==> config.mk <==
export PLATFORM = sky130hd
export DESIGN_NAME = game_round_sequencer
export DESIGN_NICKNAME = d
export VERILOG_FILES = /design/src/rtl/game_round_pkg.sv /design/src/rtl/game_strobe_gen.sv /design/src/rtl/game_round_sequencer.sv
export SDC_FILE = /design/constraint.sdc
export NUM_CORES = 1
export LEC_CHECK = 0
export ABC_AREA = 1
export CORE_MARGIN = 1
export CORE_UTILIZATION = 35
export DETAILED_ROUTE_END_ITERATION = 16
export PLACE_DENSITY = 0.52
export SETUP_SLACK_MARGIN = 0.3
export SLEW_MARGIN = 20
export SYNTH_ARGS = -nofsm -noshare
export SYNTH_HDL_FRONTEND = slang
export SYNTH_SLANG_ARGS = --single-unit
==> constraint.sdc <==
create_clock -name clk -period 2.2 [get_ports clk]
set_clock_uncertainty 0.05 [all_clocks]
set_input_delay 0.33 -clock clk [delete_from_list [all_inputs] [get_ports clk]]
set_output_delay 0.33 -clock clk [all_outputs]
set_load 0.02 [all_outputs]
==> src/rtl/game_round_pkg.sv <==
// Purpose: shared types and constants for the game round controller blocks.
// Latency: n/a (declarations only).
// Backpressure: n/a (declarations only).
package game_round_pkg;

    // Round sequencing states; IDLE is the reset state.
    typedef enum logic [2:0] {
        IDLE        = 3'd0,
        LOAD        = 3'd1,
        TARGET_RUN  = 3'd2,
        TORPEDO_RUN = 3'd3,
        PAUSE       = 3'd4
    } round_state_t;

    // Number of strobes spent in the end-of-round pause (legal 1..255).
    localparam int END_PAUSE_STROBES_DEFAULT = 64;

    // Width of the won-rounds score counter.
    localparam int SCORE_W = 8;

    // Free-running strobe counter width: one strobe per 2^width clocks.
    localparam int STROBE_CNT_W_DEFAULT = 20;

endpackage

==> src/rtl/game_strobe_gen.sv <==
// Purpose: free-running wrap-around counter emitting a 1-cycle frame strobe when it reads 0.
// Latency: strobe_o is a decode of the counter register; pre_strobe_o leads it by one cycle.
// Backpressure: none; the counter never stalls and ignores the rest of the design.
module game_strobe_gen #(
    parameter int W = 20
) (
    input  logic clk_i,
    input  logic rst_i,
    output logic strobe_o,
    output logic pre_strobe_o
);

    logic [W-1:0] cnt_q;
    logic [W-1:0] cnt_d;

    // Next count simply wraps modulo 2^W.
    always_comb begin
        cnt_d = cnt_q + 1'b1;
    end

    // Counter register; only reset restarts it, never any state change.
    always_ff @(posedge clk_i or posedge rst_i) begin
        if (rst_i) begin
            cnt_q <= '0;
        end else begin
            cnt_q <= cnt_d;
        end
    end

    assign strobe_o     = (cnt_q == '0);
    // All-ones means the counter reads 0 next cycle: lets users register strobe-aligned pulses.
    assign pre_strobe_o = (cnt_q == '1);

endmodule

==> src/rtl/game_round_sequencer.sv <==
// Purpose: round FSM (idle/load/target/torpedo/pause) gating sprite updates; score built only with GAME_ROUND_SCORE_EN.
// Latency: launch edge -> state change 2 cycles; collision/out -> end_of_round/round_won 1 cycle; all outputs registered.
// Backpressure: none; inputs are levels sampled every cycle, launch edges during LOAD/PAUSE are dropped.
module game_round_sequencer
    import game_round_pkg::*;
#(
    parameter int strobe_to_update_xy_counter_width = STROBE_CNT_W_DEFAULT,
    parameter int end_pause_strobes                 = END_PAUSE_STROBES_DEFAULT,
    parameter int w_score                           = SCORE_W
) (
    input  logic               clk,
    input  logic               rst,
    input  logic               launch_key,
    input  logic               collision,
    input  logic               target_out,
    input  logic               torpedo_out,
    output logic               sprite_write_xy,
    output logic               target_update,
    output logic               torpedo_update,
    output logic               torpedo_visible,
    output logic               end_of_round,
    output logic               round_won,
    output logic [w_score-1:0] score
);

    localparam logic [7:0] PAUSE_LOAD = 8'(end_pause_strobes);

    logic strobe;
    logic pre_strobe;

    game_strobe_gen #(
        .W (strobe_to_update_xy_counter_width)
    ) u_strobe (
        .clk_i        (clk),
        .rst_i        (rst),
        .strobe_o     (strobe),
        .pre_strobe_o (pre_strobe)
    );

    logic launch_q;
    logic launch_edge_q;

    // Launch rising-edge detect; the edge is presented one cycle after the key rises.
    always_ff @(posedge clk or posedge rst) begin
        if (rst) begin
            launch_q      <= 1'b0;
            launch_edge_q <= 1'b0;
        end else begin
            launch_q      <= launch_key;
            launch_edge_q <= launch_key & ~launch_q;
        end
    end

    round_state_t state_q, state_d;
    logic [7:0]   pause_q, pause_d;
    logic         round_won_q, round_won_d;
    logic         sprite_write_q, sprite_write_d;
    logic         target_update_q, target_update_d;
    logic         torpedo_update_q, torpedo_update_d;
    logic         torpedo_visible_q, torpedo_visible_d;
    logic         end_of_round_q, end_of_round_d;

    // Next-state, pause counter and result; outputs decode the next state so they line up with it.
    always_comb begin
        state_d     = state_q;
        pause_d     = pause_q;
        round_won_d = round_won_q;
        unique case (state_q)
            IDLE: begin
                if (launch_edge_q) begin
                    state_d     = LOAD;
                    round_won_d = 1'b0;
                end
            end
            LOAD: begin
                state_d = TARGET_RUN;
            end
            TARGET_RUN: begin
                // Torpedo not launched yet: only the target leaving ends the round.
                if (target_out) begin
                    state_d     = PAUSE;
                    pause_d     = PAUSE_LOAD;
                    round_won_d = 1'b0;
                end else if (launch_edge_q) begin
                    state_d = TORPEDO_RUN;
                end
            end
            TORPEDO_RUN: begin
                if (collision) begin
                    state_d     = PAUSE;
                    pause_d     = PAUSE_LOAD;
                    round_won_d = 1'b1;
                end else if (target_out || torpedo_out) begin
                    state_d     = PAUSE;
                    pause_d     = PAUSE_LOAD;
                    round_won_d = 1'b0;
                end
            end
            PAUSE: begin
                if (strobe) begin
                    if (pause_q <= 8'd1) begin
                        state_d = IDLE;
                        pause_d = 8'd0;
                    end else begin
                        pause_d = pause_q - 8'd1;
                    end
                end
            end
            default: begin
                state_d = IDLE;
            end
        endcase

        sprite_write_d    = (state_d == LOAD);
        target_update_d   = pre_strobe && ((state_d == TARGET_RUN) || (state_d == TORPEDO_RUN));
        torpedo_update_d  = pre_strobe && (state_d == TORPEDO_RUN);
        torpedo_visible_d = (state_d == TORPEDO_RUN);
        end_of_round_d    = (state_d == PAUSE);
    end

    // State, pause counter and registered outputs.
    always_ff @(posedge clk or posedge rst) begin
        if (rst) begin
            state_q           <= IDLE;
            pause_q           <= 8'd0;
            round_won_q       <= 1'b0;
            sprite_write_q    <= 1'b0;
            target_update_q   <= 1'b0;
            torpedo_update_q  <= 1'b0;
            torpedo_visible_q <= 1'b0;
            end_of_round_q    <= 1'b0;
        end else begin
            state_q           <= state_d;
            pause_q           <= pause_d;
            round_won_q       <= round_won_d;
            sprite_write_q    <= sprite_write_d;
            target_update_q   <= target_update_d;
            torpedo_update_q  <= torpedo_update_d;
            torpedo_visible_q <= torpedo_visible_d;
            end_of_round_q    <= end_of_round_d;
        end
    end

    assign sprite_write_xy = sprite_write_q;
    assign target_update   = target_update_q;
    assign torpedo_update  = torpedo_update_q;
    assign torpedo_visible = torpedo_visible_q;
    assign end_of_round    = end_of_round_q;
    assign round_won       = round_won_q;

`ifdef GAME_ROUND_SCORE_EN
    logic               win_evt;
    logic [w_score-1:0] score_q, score_d;

    // A win is exactly the collision branch out of TORPEDO_RUN.
    assign win_evt = (state_q == TORPEDO_RUN) && collision;

    // Saturating increment of the won-rounds count.
    always_comb begin
        score_d = score_q;
        if (win_evt && (score_q != '1)) begin
            score_d = score_q + 1'b1;
        end
    end

    // Score register, cleared by reset only.
    always_ff @(posedge clk or posedge rst) begin
        if (rst) begin
            score_q <= '0;
        end else begin
            score_q <= score_d;
        end
    end

    assign score = score_q;
`else
    assign score = '0;
`endif

endmodule

=== Word-level counts from Yosys, hierarchy flattened ===
Cells that the tools add are included.

* Flip-flop bits (word level): 39
* Latch bits: 0
* Memory bits (writable): 0
* Memory bits (read-only): 0
* Input port bits: 6
* Output and inout port bits: 14
* Memories: 0

* Add/sub/neg operators: 2
* Multiply operators: 0
* Divide/modulo/power cells: 0
* Order comparisons: 1
* Equal/unequal tests: 13
* Shifts and indexed selects: 0
* Mux-type cells: 19
* Bitwise gates (word level): 2
* Reductions and logical operators: 10

{| class="wikitable"
|+ Operators by type and width
! cell !! count
|-
| $mux W8 || 5
|-
| $pmux W8 S3 || 1
|-
| $mux W3 || 7
|-
| $add A20 B1 Y20 const B || 1
|-
| $eq A20 B20 Y1 const B || 1
|-
| $logic_not A20 Y1 || 1
|-
| $pmux W3 S5 || 1
|-
| $eq A3 B2 Y1 const B || 4
|-
| $le A8 B1 Y1 const B || 1
|-
| $reduce_and A4 Y1 || 2
|-
| $sub A8 B1 Y8 const B || 1
|-
| $eq A3 B1 Y1 const B || 2
|-
| $eq A3 B3 Y1 const B || 2
|-
| $ne A2 B2 Y1 const B || 3
|-
| $reduce_bool A3 Y1 || 2
|-
| $mux W1 || 4
|-
| $logic_not A3 Y1 || 1
|-
| $ne A3 B3 Y1 const B || 1
|-
| $pmux W1 S3 || 1
|-
| $logic_and A1 B1 Y1 || 2
|-
| $logic_or A1 B1 Y1 || 2
|-
| $and A1 B1 Y1 || 1
|-
| $not A1 Y1 || 1
|}

=== Depth between registers and ports, before layout ===
* Word-level depth: 7
* Mapped depth: 11
* Depth with buffers taken out: 9

=== Hierarchy ===
Synthesis repeated with hierarchy kept, for this count alone.

* Cell total of the unflattened synthesis: 273
* Area, all modules: 2,172.1 sq um

{| class="wikitable"
|+ Modules (own cells, without submodules)
! module !! times used !! cells each !! area an instance (sq um)
|-
| game_round_sequencer || 1 || 144 || 1,104.8
|-
| game_strobe_gen || 1 || 129 || 1,067.3
|}

=== Worst setup path before layout ===
No wires, ideal clock.

* Kind: reg2reg
* From: register pause_q[0]
* To: register end_of_round_q (netlist: end_of_round)
* Library setup time: 0.087 ns
* Arrival: 1.387 ns
* Data required time: 2.063 ns
* Slack: 0.676 ns
* Cell stages (with the launch flop): 9
* Buffers on the path: 0
* Cell sequence: dfrtp_1 -> inv_1 -> ha_1 -> or2_2 -> nand2_1 -> nor2_1 -> nor2_1 -> nor2_1 -> a22oi_1

* Word-level cells in the longest chain between the ends: 5

{| class="wikitable"
|+ RTL lines
! element !! line !! RTL
|-
| start, declared || game_round_sequencer.sv:55 || <nowiki>logic [7:0] pause_q, pause_d;</nowiki>
|-
| start signal, assigned || game_round_sequencer.sv:134 || <nowiki>pause_q <= pause_d;</nowiki>
|-
| $le A8 B1 Y1 || game_round_sequencer.sv:101 || <nowiki>if (pause_q <= 8'd1) begin</nowiki>
|-
| $mux W3 || game_round_sequencer.sv:101 ||
|-
| $mux W3 || game_round_sequencer.sv:100 || <nowiki>if (strobe) begin</nowiki>
|-
| $pmux W3 S5 || game_round_sequencer.sv:68 || <nowiki>unique case (state_q)</nowiki>
|-
| $eq A3 B3 Y1 || game_round_sequencer.sv:118 || <nowiki>end_of_round_d = (state_d == PAUSE);</nowiki>
|-
| net end_of_round_d || game_round_sequencer.sv:61 || <nowiki>logic end_of_round_q, end_of_round_d;</nowiki>
|-
| end signal, assigned || game_round_sequencer.sv:140 || <nowiki>end_of_round_q <= end_of_round_d;</nowiki>
|-
| end, declared || game_round_sequencer.sv:61 ||
|}

The timed path passes the listed nets, and every way through them passes these cells.
A chain may end at the register's enable or synchronous reset.

=== Final worst setup path ===
* From: register pause_q[0]
* To: register pause_q[0]

* Word-level cells in the longest chain between the ends: 4

{| class="wikitable"
|+ RTL lines
! element !! line
|-
| $sub A8 B1 Y8 / $le A8 B1 Y1 (equally long branches) || game_round_sequencer.sv:105, game_round_sequencer.sv:101
|-
| $mux W8 * || game_round_sequencer.sv:101
|-
| $mux W8 * || game_round_sequencer.sv:100
|-
| $pmux W8 S3 * || game_round_sequencer.sv:68
|}

Every way passes the cells marked *; elsewhere a longest branch is shown, timed or not. The select of a mux whose other input is x is not followed.

==> impl_metrics.yaml <==
critical_path:
  r2r_slack_ns: 0.57
  crit_required_ns: 2.37
  endpoint_kind: "flip-flop"
  critical_path_class: "flip-flop to flip-flop"
  cp_slowest_cell: "dfrtp_1"
  reg2reg_from: "pause_q[0]"
  r2r-end: "pause_q[0]"
  cpMostUsedCell: "nand2_1"
  worstRegToRegCells: 8
  crit_path_max_fanout: 4
  crit_arrival_ns: 1.81
  cpPeakStageDelay_ns: 0.39
  worstPathCellList: "inv_1, ha_1, or2_2, nand2_1, nor2_1, nor2_2, nand2_1, o21ai_2"
  cp-start-kind: "flip-flop"
layout:
  multi_input_area_sq_um: 1074
  fillCellCount: 633
  nets: 285
  drive_gt1_frac: 0.1782
  instances_no_fill: 350
  area_delta_synth_final_pct: 10.06
  seqCellArea_sq_um: 975.9
  n_antenna_cell: 0
route:
  route.detailed.drc: 0
  drtPass1Iterations: 4
  drtIter0Drc: 57
  drtAntennaViolNets: 0
  wirelength_microns: 3795
  wl_per_cell_microns: 10.84
  via_per_inst: 4.449
  detailroute.via_count: 1557
synthesis:
  syn-instance-count: 260
  ys_seq_area_frac: 0.4360
  yosys_register_bits: 39
  yosysWarningCount: 0
  synth.distinct_cells: 32
  synth_area_sq_um: 2238
  avgSynthCellArea_sq_um: 8.609
min_path:
  hp-class: "flip-flop to flip-flop"
  worstHoldStart: "launch_q"
  min_to: "launch_edge_q"
  holdPathStages: 1
die:
  ios: 20
  die_area_sq_um: 6719
  die_y_microns: 81.97
  row_count: 28
  start_util: 0.3693
  core_sq_um: 6061
  fp.dieW_microns: 81.97
global_routing:
  overflow: 0
  grt_antenna_before_repair: 0
  grt_pass1_wl_microns: 6617
  grt-busiest-layer: "met2"
  use_met1: 0.1732
  grt_max_degree: 40
  grtUsageMet2: 0.2066
  grt_pass1_vias: 1456
  grtUsageMet3: 0.03333
  grt_use_total: 0.1314
power:
  p_leak_nw: 1.257
  vdd_drop_max_uv: 371.2
  finalPower_w: 0.001911
  p_per_area_nw_per_um2: 775.8
cts:
  hold_buffers: 0
  clkTransAtPathRegs_ns: 0.08
  cts_buffers: 5
  cts_tree: "built"
  cts_buffer_depth: 2
  cts-root-buf: "clkbuf_8"
  post_cts_buffers: 0
  cts_resized: 0
  h-tree-depth: 2
  worstSkewPairLatency_ns: 0.29
  cts_sinks: 39
place:
  dpl.hpwl_microns: 2814
  port_buffers: 11
  dp.cells: 343
  place_congestion: 0.7567
sta:
  setup_tns_ns: 0
  setup_violations: 0
  fmax_ghz: 0.6117
  rsz0062_at_grt: "false"
  period_share: 0.7431
  drv_slew: 0
  period_minus_slack_ns: 1.635
  hold_viol: 0
run:
  cap_violations: 0
run_status:
  status: "finished, final reports clean"
synth_stat cells (all sizes together):
cell type,n,share of area
or2,2,0.0056
xor2,12,0.047
dfrtp,39,0.44
a22oi,2,0.0067
o31ai,1,0.0034
nor3,10,0.030
buf,11,0.046
o21ai,7,0.022
xnor2,6,0.023
inv,30,0.051
conb,1,0.0017
nand2,65,0.13
nand3,14,0.038
nor2,41,0.087
ha,4,0.022
nand3b,2,0.0067
nand4,8,0.032
a21oi,5,0.011
power breakdown:
part | internal, W | total [W] | switching (W)
registers | 0.000783 | 0.000857 | 0.0000743
logic | 0.000225 | 0.000566 | 0.000341
clock network | 0.000246 | 0.000488 | 0.000242
layer usage:
metal / wire, microns / share of wire / vias to the layer above
met4: 47 / 0.012 / 0
met2: 1743 / 0.46 / 25
met5: 0 / 0 / -
li1: - / - / 830
met1: 1879 / 0.50 / 698
met3: 124 / 0.033 / 4
through the flow:
| step | cell area, sq um | worst slack (ns) | utilization | hold WS (ns) |
|---|---|---|---|---|
| 6_report | 2464 | 0.5651 | 0.4065 | 0.3539 |
| 5_1_grt | 2464 | 0.3782 | 0.4065 | 0.3902 |
| 4_1_cts | 2461 | 0.4587 | 0.4061 | 0.3558 |
| 3_5_place_dp | 2374 | 0.4776 | 0.3916 | 0.3297 |
| 3_3_place_gp | 2374 | 0.5049 | 0.3916 | 0.3309 |
| 2_1_floorplan | 2265 | 0.6758 | - | 0.3114 |
state kept, by name, indices dropped and copies added, names as in the netlist:
signal / flops
u_strobe.cnt_q: 20
sprite_write_xy: 1
torpedo_visible: 1
round_won: 1
end_of_round: 1
state_q: 3
launch_q: 1
torpedo_update: 1
target_update: 1
pause_q: 8
launch_edge_q: 1
cell type report:
| cell class | instances | share of cell area |
|---|---|---|
| clock inverter | 1 | 0.002031 |
| sequential | 39 | 0.3961 |
| multi-input combinational | 187 | 0.4358 |
| clock buffer | 6 | 0.03352 |
| tap | 75 | 0.03809 |
| inverter | 30 | 0.04672 |
| timing repair buffer | 12 | 0.04774 |
layout by cell type (no fill, tap or decap), drive strengths merged, types with 2 or more instances in the layout:
| cell type | count |
|---|---|
| o21ai | 7 |
| a21oi | 5 |
| dfrtp | 39 |
| nand4 | 8 |
| inv | 30 |
| xnor2 | 6 |
| ha | 4 |
| or2 | 2 |
| conb | 8 |
| xor2 | 12 |
| nand3b | 2 |
| nor2 | 41 |
| nor3 | 10 |
| clkbuf | 6 |
| nand2 | 65 |
| nand3 | 14 |
| clkdlybuf4s50 | 11 |
| a22oi | 2 |
how the worst max path moves through the flow:
stage / slack [ns] / end / depth (start not counted) / from
after floorplan: 0.68 / end_of_round / 8 / pause_q[0]
after global placement: 0.50 / pause_q[2] / 8 / collision
after detailed placement: 0.48 / pause_q[0] / 8 / pause_q[0]
after CTS: 0.46 / pause_q[0] / 8 / pause_q[0]
after global routing: 0.38 / end_of_round / 8 / pause_q[0]
final: 0.57 / pause_q[0] / 8 / pause_q[0]
logic make-up (layout without fill, tap and decap cells):
group	count (synthesis)	in the layout	share of synthesized area
adders and majority gates	4	4	0.02236
xor gates and xnor gates	18	18	0.07043
DFF	39	39	0.4360
buffers and inverters	41	49	0.09726
other	1	8	0.001675
AOI/OAI and AO/OA	15	15	0.04359
and+or+nand+nor	142	142	0.3287
critical path, delay by kind of cell (launching register included):
kind | cells | cell delay, ns
compound gates | 1 | 0.13
buf+inv | 1 | 0.08
flops | 1 | 0.39
fa+ha+maj | 1 | 0.24
simple gates | 5 | 0.67
No activity file was read; power rests on OpenSTA's default activity.
